## config.mk

```make
export PLATFORM = sky130hd
export DESIGN_NAME = lane_demux
export DESIGN_NICKNAME = d
export VERILOG_FILES = /design/src/rtl/lane_demux_pkg.sv /design/src/rtl/k_symbol_decode.sv /design/src/rtl/lane_demux.sv
export SDC_FILE = /design/constraint.sdc
export NUM_CORES = 1
export LEC_CHECK = 0
export ABC_AREA = 1
export CORE_ASPECT_RATIO = 1.1
export CORE_MARGIN = 8
export CORE_UTILIZATION = 55
export CTS_BUF_LIST = sky130_fd_sc_hd__clkbuf_4
export DETAILED_ROUTE_END_ITERATION = 6
export GPL_ROUTABILITY_DRIVEN = 0
export PLACE_DENSITY = 0.82
export SYNTH_ARGS = -nofsm -noshare
export SYNTH_HDL_FRONTEND = slang
export SYNTH_SLANG_ARGS = --single-unit
```

## constraint.sdc

```tcl
create_clock -name clk -period 2.32 [get_ports clk]
set_clock_uncertainty 0.2 [all_clocks]
set_input_delay 0.348 -clock clk [delete_from_list [all_inputs] [get_ports clk]]
set_output_delay 0.348 -clock clk [all_outputs]
set_load 0.01 [all_outputs]
```

## src/rtl/lane_demux_pkg.sv

```systemverilog
// Shared symbol constants and enums for the lane demux.
package lane_demux_pkg;

  localparam logic [7:0] K_STP = 8'hFB;
  localparam logic [7:0] K_SDP = 8'h5C;
  localparam logic [7:0] K_END = 8'hFD;
  localparam logic [7:0] K_EDB = 8'hFE;
  localparam logic [7:0] K_SKP = 8'h1C;
  localparam logic [7:0] K_IDL = 8'h7C;
  localparam logic [7:0] K_FTS = 8'h3C;
  localparam logic [7:0] K_COM = 8'hBC;

  typedef enum logic {
    IDLE,
    PKT
  } state_t;

  typedef enum logic [2:0] {
    SYM_NONE,
    SYM_START,
    SYM_END,
    SYM_EDB,
    SYM_OS
  } sym_class_t;

endpackage

```

## src/rtl/k_symbol_decode.sv

```systemverilog
// Combinational control-symbol classifier for the lane demux.
module k_symbol_decode
  import lane_demux_pkg::*;
(
  input  logic [7:0]  data,
  output logic        recognised,
  output sym_class_t  sym_class
);

  // Map a byte onto its framing / ordered-set class
  always_comb begin
    sym_class = SYM_NONE;
    case (data)
      K_STP, K_SDP:                 sym_class = SYM_START;
      K_END:                        sym_class = SYM_END;
      K_EDB:                        sym_class = SYM_EDB;
      K_SKP, K_IDL, K_FTS, K_COM:   sym_class = SYM_OS;
      default:                      sym_class = SYM_NONE;
    endcase
    recognised = (sym_class != SYM_NONE);
  end

endmodule

```

## src/rtl/lane_demux.sv

```systemverilog
// Byte-to-word lane demux with PCIe framing tracking.
// Optional saturating protocol-error counter: define LANE_DEMUX_ERR_CNT_EN.
//
// state | meaning
// IDLE  | outside a packet; data bytes are dropped as errors
// PKT   | inside a packet; data bytes are packed into lanes
module lane_demux
  import lane_demux_pkg::*;
#(
  parameter int LANES = 4,
  parameter int CNT_W = 16
) (
  input  logic                 clk,
  input  logic                 reset_L,
  input  logic                 valid_in,
  input  logic [7:0]           data_in,
  output logic                 in_ready,
  output logic [8*LANES-1:0]   data_out,
  output logic [LANES-1:0]     byte_en,
  output logic                 sop,
  output logic                 eop,
  output logic                 abort,
  output logic                 out_valid,
  input  logic                 out_ready,
  output logic [7:0]           ctrl_out,
  output logic                 ctrl_valid
`ifdef LANE_DEMUX_ERR_CNT_EN
  ,
  output logic [CNT_W-1:0]     err_count
`endif
);

  localparam int IDX_W = $clog2(LANES);
  localparam logic [IDX_W-1:0] LAST_IDX = IDX_W'(LANES - 1);

  state_t                  state_q, state_d;
  logic [IDX_W-1:0]        idx_q;
  logic [LANES-1:0][7:0]   acc_q;
  logic [LANES-1:0][7:0]   word_next;
  logic [LANES-1:0]        be_partial;
  logic                    sop_pending_q;

  logic                    sym_hit;
  sym_class_t              sym_class;

  logic                    wr_byte;
  logic                    emit;
  logic                    emit_full;
  logic                    emit_eop;
  logic                    emit_abort;
  logic                    start_pkt;
  logic                    ctrl_hit;
  logic                    proto_err;

  assign in_ready = !out_valid || out_ready;

  k_symbol_decode u_dec (
    .data       (data_in),
    .recognised (sym_hit),
    .sym_class  (sym_class)
  );

  // Framing state register
  always_ff @(posedge clk or negedge reset_L) begin
    if (!reset_L) state_q <= IDLE;
    else          state_q <= state_d;
  end

  // Next state and per-byte actions; nothing happens unless the byte is taken
  always_comb begin
    state_d    = state_q;
    wr_byte    = 1'b0;
    emit       = 1'b0;
    emit_full  = 1'b0;
    emit_eop   = 1'b0;
    emit_abort = 1'b0;
    start_pkt  = 1'b0;
    ctrl_hit   = 1'b0;
    proto_err  = 1'b0;
    if (in_ready) begin
      if (valid_in) begin
        if (state_q == PKT) begin
          wr_byte = 1'b1;
          if (idx_q == LAST_IDX) begin
            emit      = 1'b1;
            emit_full = 1'b1;
          end
        end else begin
          proto_err = 1'b1;
        end
      end else begin
        ctrl_hit = sym_hit;
        case (sym_class)
          SYM_START: begin
            // a restart closes any open packet as aborted
            if (state_q == PKT) begin
              emit       = 1'b1;
              emit_eop   = 1'b1;
              emit_abort = 1'b1;
              proto_err  = 1'b1;
            end
            start_pkt = 1'b1;
            state_d   = PKT;
          end
          SYM_END, SYM_EDB: begin
            if (state_q == PKT) begin
              emit       = 1'b1;
              emit_eop   = 1'b1;
              emit_abort = (sym_class == SYM_EDB);
              state_d    = IDLE;
            end else begin
              proto_err = 1'b1;
            end
          end
          default: ;
        endcase
      end
    end
  end

  // Word as it will leave: accumulator plus the byte landing this cycle
  always_comb begin
    word_next = acc_q;
    if (wr_byte) word_next[idx_q] = data_in;
  end

  // Contiguous lane mask covering the lanes filled so far
  always_comb begin
    be_partial = '0;
    for (int k = 0; k < LANES; k++) be_partial[k] = (k < int'(idx_q));
  end

  // Lane accumulator; cleared on start and after every emitted word so unused lanes read zero
  always_ff @(posedge clk or negedge reset_L) begin
    if (!reset_L) begin
      acc_q         <= '0;
      idx_q         <= '0;
      sop_pending_q <= 1'b0;
    end else begin
      if (start_pkt || emit) begin
        acc_q <= '0;
        idx_q <= '0;
      end else if (wr_byte) begin
        acc_q[idx_q] <= data_in;
        idx_q        <= idx_q + 1'b1;
      end
      if (start_pkt)  sop_pending_q <= 1'b1;
      else if (emit)  sop_pending_q <= 1'b0;
    end
  end

  // Output word register with valid/ready hold
  always_ff @(posedge clk or negedge reset_L) begin
    if (!reset_L) begin
      out_valid <= 1'b0;
      data_out  <= '0;
      byte_en   <= '0;
      sop       <= 1'b0;
      eop       <= 1'b0;
      abort     <= 1'b0;
    end else if (emit) begin
      out_valid <= 1'b1;
      data_out  <= word_next;
      byte_en   <= emit_full ? {LANES{1'b1}} : be_partial;
      sop       <= sop_pending_q;
      eop       <= emit_eop;
      abort     <= emit_abort;
    end else if (out_ready) begin
      out_valid <= 1'b0;
    end
  end

  // Last recognised control symbol and its one-cycle strobe
  always_ff @(posedge clk or negedge reset_L) begin
    if (!reset_L) begin
      ctrl_out   <= '0;
      ctrl_valid <= 1'b0;
    end else begin
      ctrl_valid <= ctrl_hit;
      if (ctrl_hit) ctrl_out <= data_in;
    end
  end

`ifdef LANE_DEMUX_ERR_CNT_EN
  // Saturating count of framing violations
  always_ff @(posedge clk or negedge reset_L) begin
    if (!reset_L)                            err_count <= '0;
    else if (proto_err && (err_count != '1)) err_count <= err_count + 1'b1;
  end
`else
  logic [CNT_W-1:0] err_unused;
  assign err_unused = CNT_W'(proto_err);
`endif

endmodule

```

==> impl_metrics.tcl, run 1 <==
set metrics [dict create \
    yosys.cell_types.count 23 \
    largest_family_of_logic_cells_by_synthesized_area "simple AND/OR/NAND/NOR gates" \
    setup.worst_path.class "reg2out" \
    cts-htree-levels 3 \
    num_io_pins 62 \
    design.die.area_um2 9860 \
    layout-area-overhead-vs-synth_pct 28.4 \
    clk_transition_reported_paths_ps 120 \
    ys_top_cells_by_area "dfrtp_1 (56%), nand2_1 (15%), inv_1 (7.8%)" \
    routed_wire_length_per_instance_um 13.9 \
    cp-end-kind "output pin" \
    cts_root_buf "clkbuf_4" \
    final.setup.tns_ps 0 \
    type_of_the_worst_min_delay_path "in2async" \
    total_leakage_power_nw 2.71 \
    clock_path_buffers 2 \
    syn-instance-count 474 \
    dieWidth_um 95.4 \
    stdcell_area_um2 4900 \
    finalSetupViolations 0 \
    p_total_mw 5.24 \
    hold_viol 0 \
    final-instance-count-excl-fill 644 \
    post_synth_instance_area_um2 3810 \
    detail-route-antenna-nets 0 \
    final_net_count 570 \
    vdd_ir_drop_max_v 0.000700 \
    cp_data_arrival_time_ps 1630 \
    cts_tree "built" \
    synth.yosys.seq_area_share 0.558 \
    fin_util 0.711 \
    fillerInstances 528 \
    num_vias 3203 \
    rsz0062_at_grt "false" \
    cp_max_fo 3 \
    min_period_ps 2180 \
    layout-drive-gt1-share 0.0948 \
    synth_compound_gate_area_share 0.0482 \
    post-synth-top-area-cell "dfrtp_1" \
    power_density_nw_per_um2 1070 \
    antenna-diode-count 0 \
    postSynthAreaPerCell_um2 8.05 \
    critical_path_data_required_time_ps 1770 \
    global_route.overflow_total 0 \
    via_count_of_the_first_global_routing_pass 3344 \
    maxCapViolations 0 \
    fmax_mhz 459 \
    core.rowCount 32 \
    number_of_antenna_violations_at_the_first_check_in_global_routing 0 \
    grt_pass1_wl_um 15300 \
    cts-buffers-inserted 9 \
    synth_seq_cells 85 \
    crit_path_start_kind "flop" \
    grt_use_total 0.197 \
    outcome "finished, final reports clean" \
    die_y_um 103 \
    mappedNetlistNets 490 \
    detail_route.vias_per_cell 4.97 \
    grt_max_degree 76 \
    route.final.wire_length_um 8940 \
    detailed_place_hpwl_um 6500 \
    dr.pass1.iters 4 \
    worst_slack_ps 144 \
    timing.slew.headroom 0.734 \
    report.final.slew_viol_count 0 \
    post-route-drc-count 0 \
    drt_iter0_drc 134 \
    placement.cell_area_um2 4750 \
    synth_mux_area_frac 0 \
    pre_cts_slack_ps -100 \
    core_footprint_um2 6890 \
    initial_core_util 0.554 \
    period_share 0.938 \
    post_synth_and_or_nand_nor_area_fraction 0.272 \
    tritoncts_num_sinks 85 \
    place.detailed.instances 627 \
    clock_insertion_delay_worst_skew_ps 410 \
    tightestPinTransition_ps 399 \
    synth-warning-count 0 \
    yosys.area_share.adder 0.0131 \
    post_synth_xor_area_fraction 0.00230 \
    port-buffer-count 61 \
    fin_worst_hold_slack_ps 98.9 \
    synth_top_cell_area_share 0.558 \
]
registers in the layout, indices dropped and copies added, names as in the netlist:
signal         flops
out_valid          1
ctrl_out           8
eop                1
state_q            1
sop_pending_q      1
ctrl_valid         1
idx_q              2
acc_q             32
abort              1
byte_en            4
sop                1
data_out          32
layer usage:
layer  wire length (um)  global-route usage  share of wire
met1               3770               0.237           0.42
met2               4490               0.336           0.50
met5                  0                   0              0
met3                445              0.0339          0.050
met4                238              0.0947          0.027
cell usage in the layout (no fill, tap or decap), drive strengths merged:
cell type / netlist / routed
clkbuf: 2 / 11
nor3: 2 / 2
buf: 18 / 28
o21ai: 34 / 34
bufinv: 0 / 1
clkinvlp: 0 / 1
ha: 4 / 4
xor2: 1 / 1
nand4: 1 / 1
dlygate4sd3: 0 / 1
nand2: 154 / 154
nand3: 50 / 50
dfrtp: 85 / 85
nor2: 40 / 40
inv: 81 / 81
clkinv: 0 / 3
clkdlybuf4s50: 0 / 60
a21oi: 2 / 2
repair_timing:
action	4_1_cts	5_1_grt
endpoints found under the hold margin	85	0
resized for setup	0	0
buffers inserted	0	0
hold buffers	1	0
logic make-up after synthesis:
logic type | count (synthesis)
xor gates and xnor gates | 1
adders and majority gates | 4
AOI/OAI and AO/OA | 36
DFF | 85
buffers and inverters | 101
and+or+nand+nor | 247
cells in the mapped netlist (all sizes together):
cell,instances
nand3,50
dfrtp,85
inv,81
nand2,154
a21oi,2
ha,4
o21ai,34
nor2,40
nor3,2
buf,18
nand4,1
clkbuf,2
xor2,1
power by group:
part | internal, mW | switching (mW)
combinational | 1.04 | 1.03
clock | 0.347 | 0.473
sequential | 2.08 | 0.273
total | 3.46 | 1.78
layout make-up:
class | instances | area [um2] | share of cell area
flip-flops and latches | 85 | 2130 | 0.434
multi-input cells | 288 | 1280 | 0.261
repair buffers | 89 | 946 | 0.193
inverters | 81 | 304 | 0.0621
well taps | 85 | 106 | 0.0217
clock buffers | 11 | 82.6 | 0.0169
clock inverters | 5 | 51.3 | 0.0105
critical path, cell delays in order, from the launching register on:
cell and delay (ps):
dfrtp_1 370, inv_1 40, nor2_1 200, inv_1 110, clkdlybuf4s50_1 490
final timing paths:
| kind | cells past startpoint | slack [ps] | startpoint | endpoint |
|---|---|---|---|---|
| min reg2reg | 2 | 280 | ctrl_out[4] | ctrl_out[4] |
| min in group clk | 2 | 280 | ctrl_out[4] | ctrl_out[4] |
| max in group asynchronous | 3 | 1190 | reset_L | idx_q[0] |
| max reg2reg | 8 | 320 | state_q | data_out[25] |
| max | 4 | 140 | out_valid | in_ready |
| min | 2 | 100 | reset_L | byte_en[3] |
Power figures use the tool's default switching activity.
==> run 2: changes to the inputs <==
--- a/config.mk
+++ b/config.mk
@@ -16,3 +16,4 @@
 export SYNTH_ARGS = -nofsm -noshare
 export SYNTH_HDL_FRONTEND = slang
 export SYNTH_SLANG_ARGS = --single-unit
+export TNS_END_PERCENT = 50
==> results of run 2 <==
Same layout as run 1: the final DEF is identical, and so are final timing and power.
==> run 3: changes to the inputs <==
--- a/config.mk
+++ b/config.mk
@@ -13,6 +13,7 @@
 export DETAILED_ROUTE_END_ITERATION = 6
 export GPL_ROUTABILITY_DRIVEN = 0
 export PLACE_DENSITY = 0.82
+export SKIP_CTS_REPAIR_TIMING = 1
 export SYNTH_ARGS = -nofsm -noshare
 export SYNTH_HDL_FRONTEND = slang
 export SYNTH_SLANG_ARGS = --single-unit
==> results of run 3 <==
Same layout as run 1: the final DEF is identical, and so are final timing and power.
Main changes from that run: wire length of the first global-routing pass 15300 um -> 15200 um; via count of the first global-routing pass 3344 -> 3341
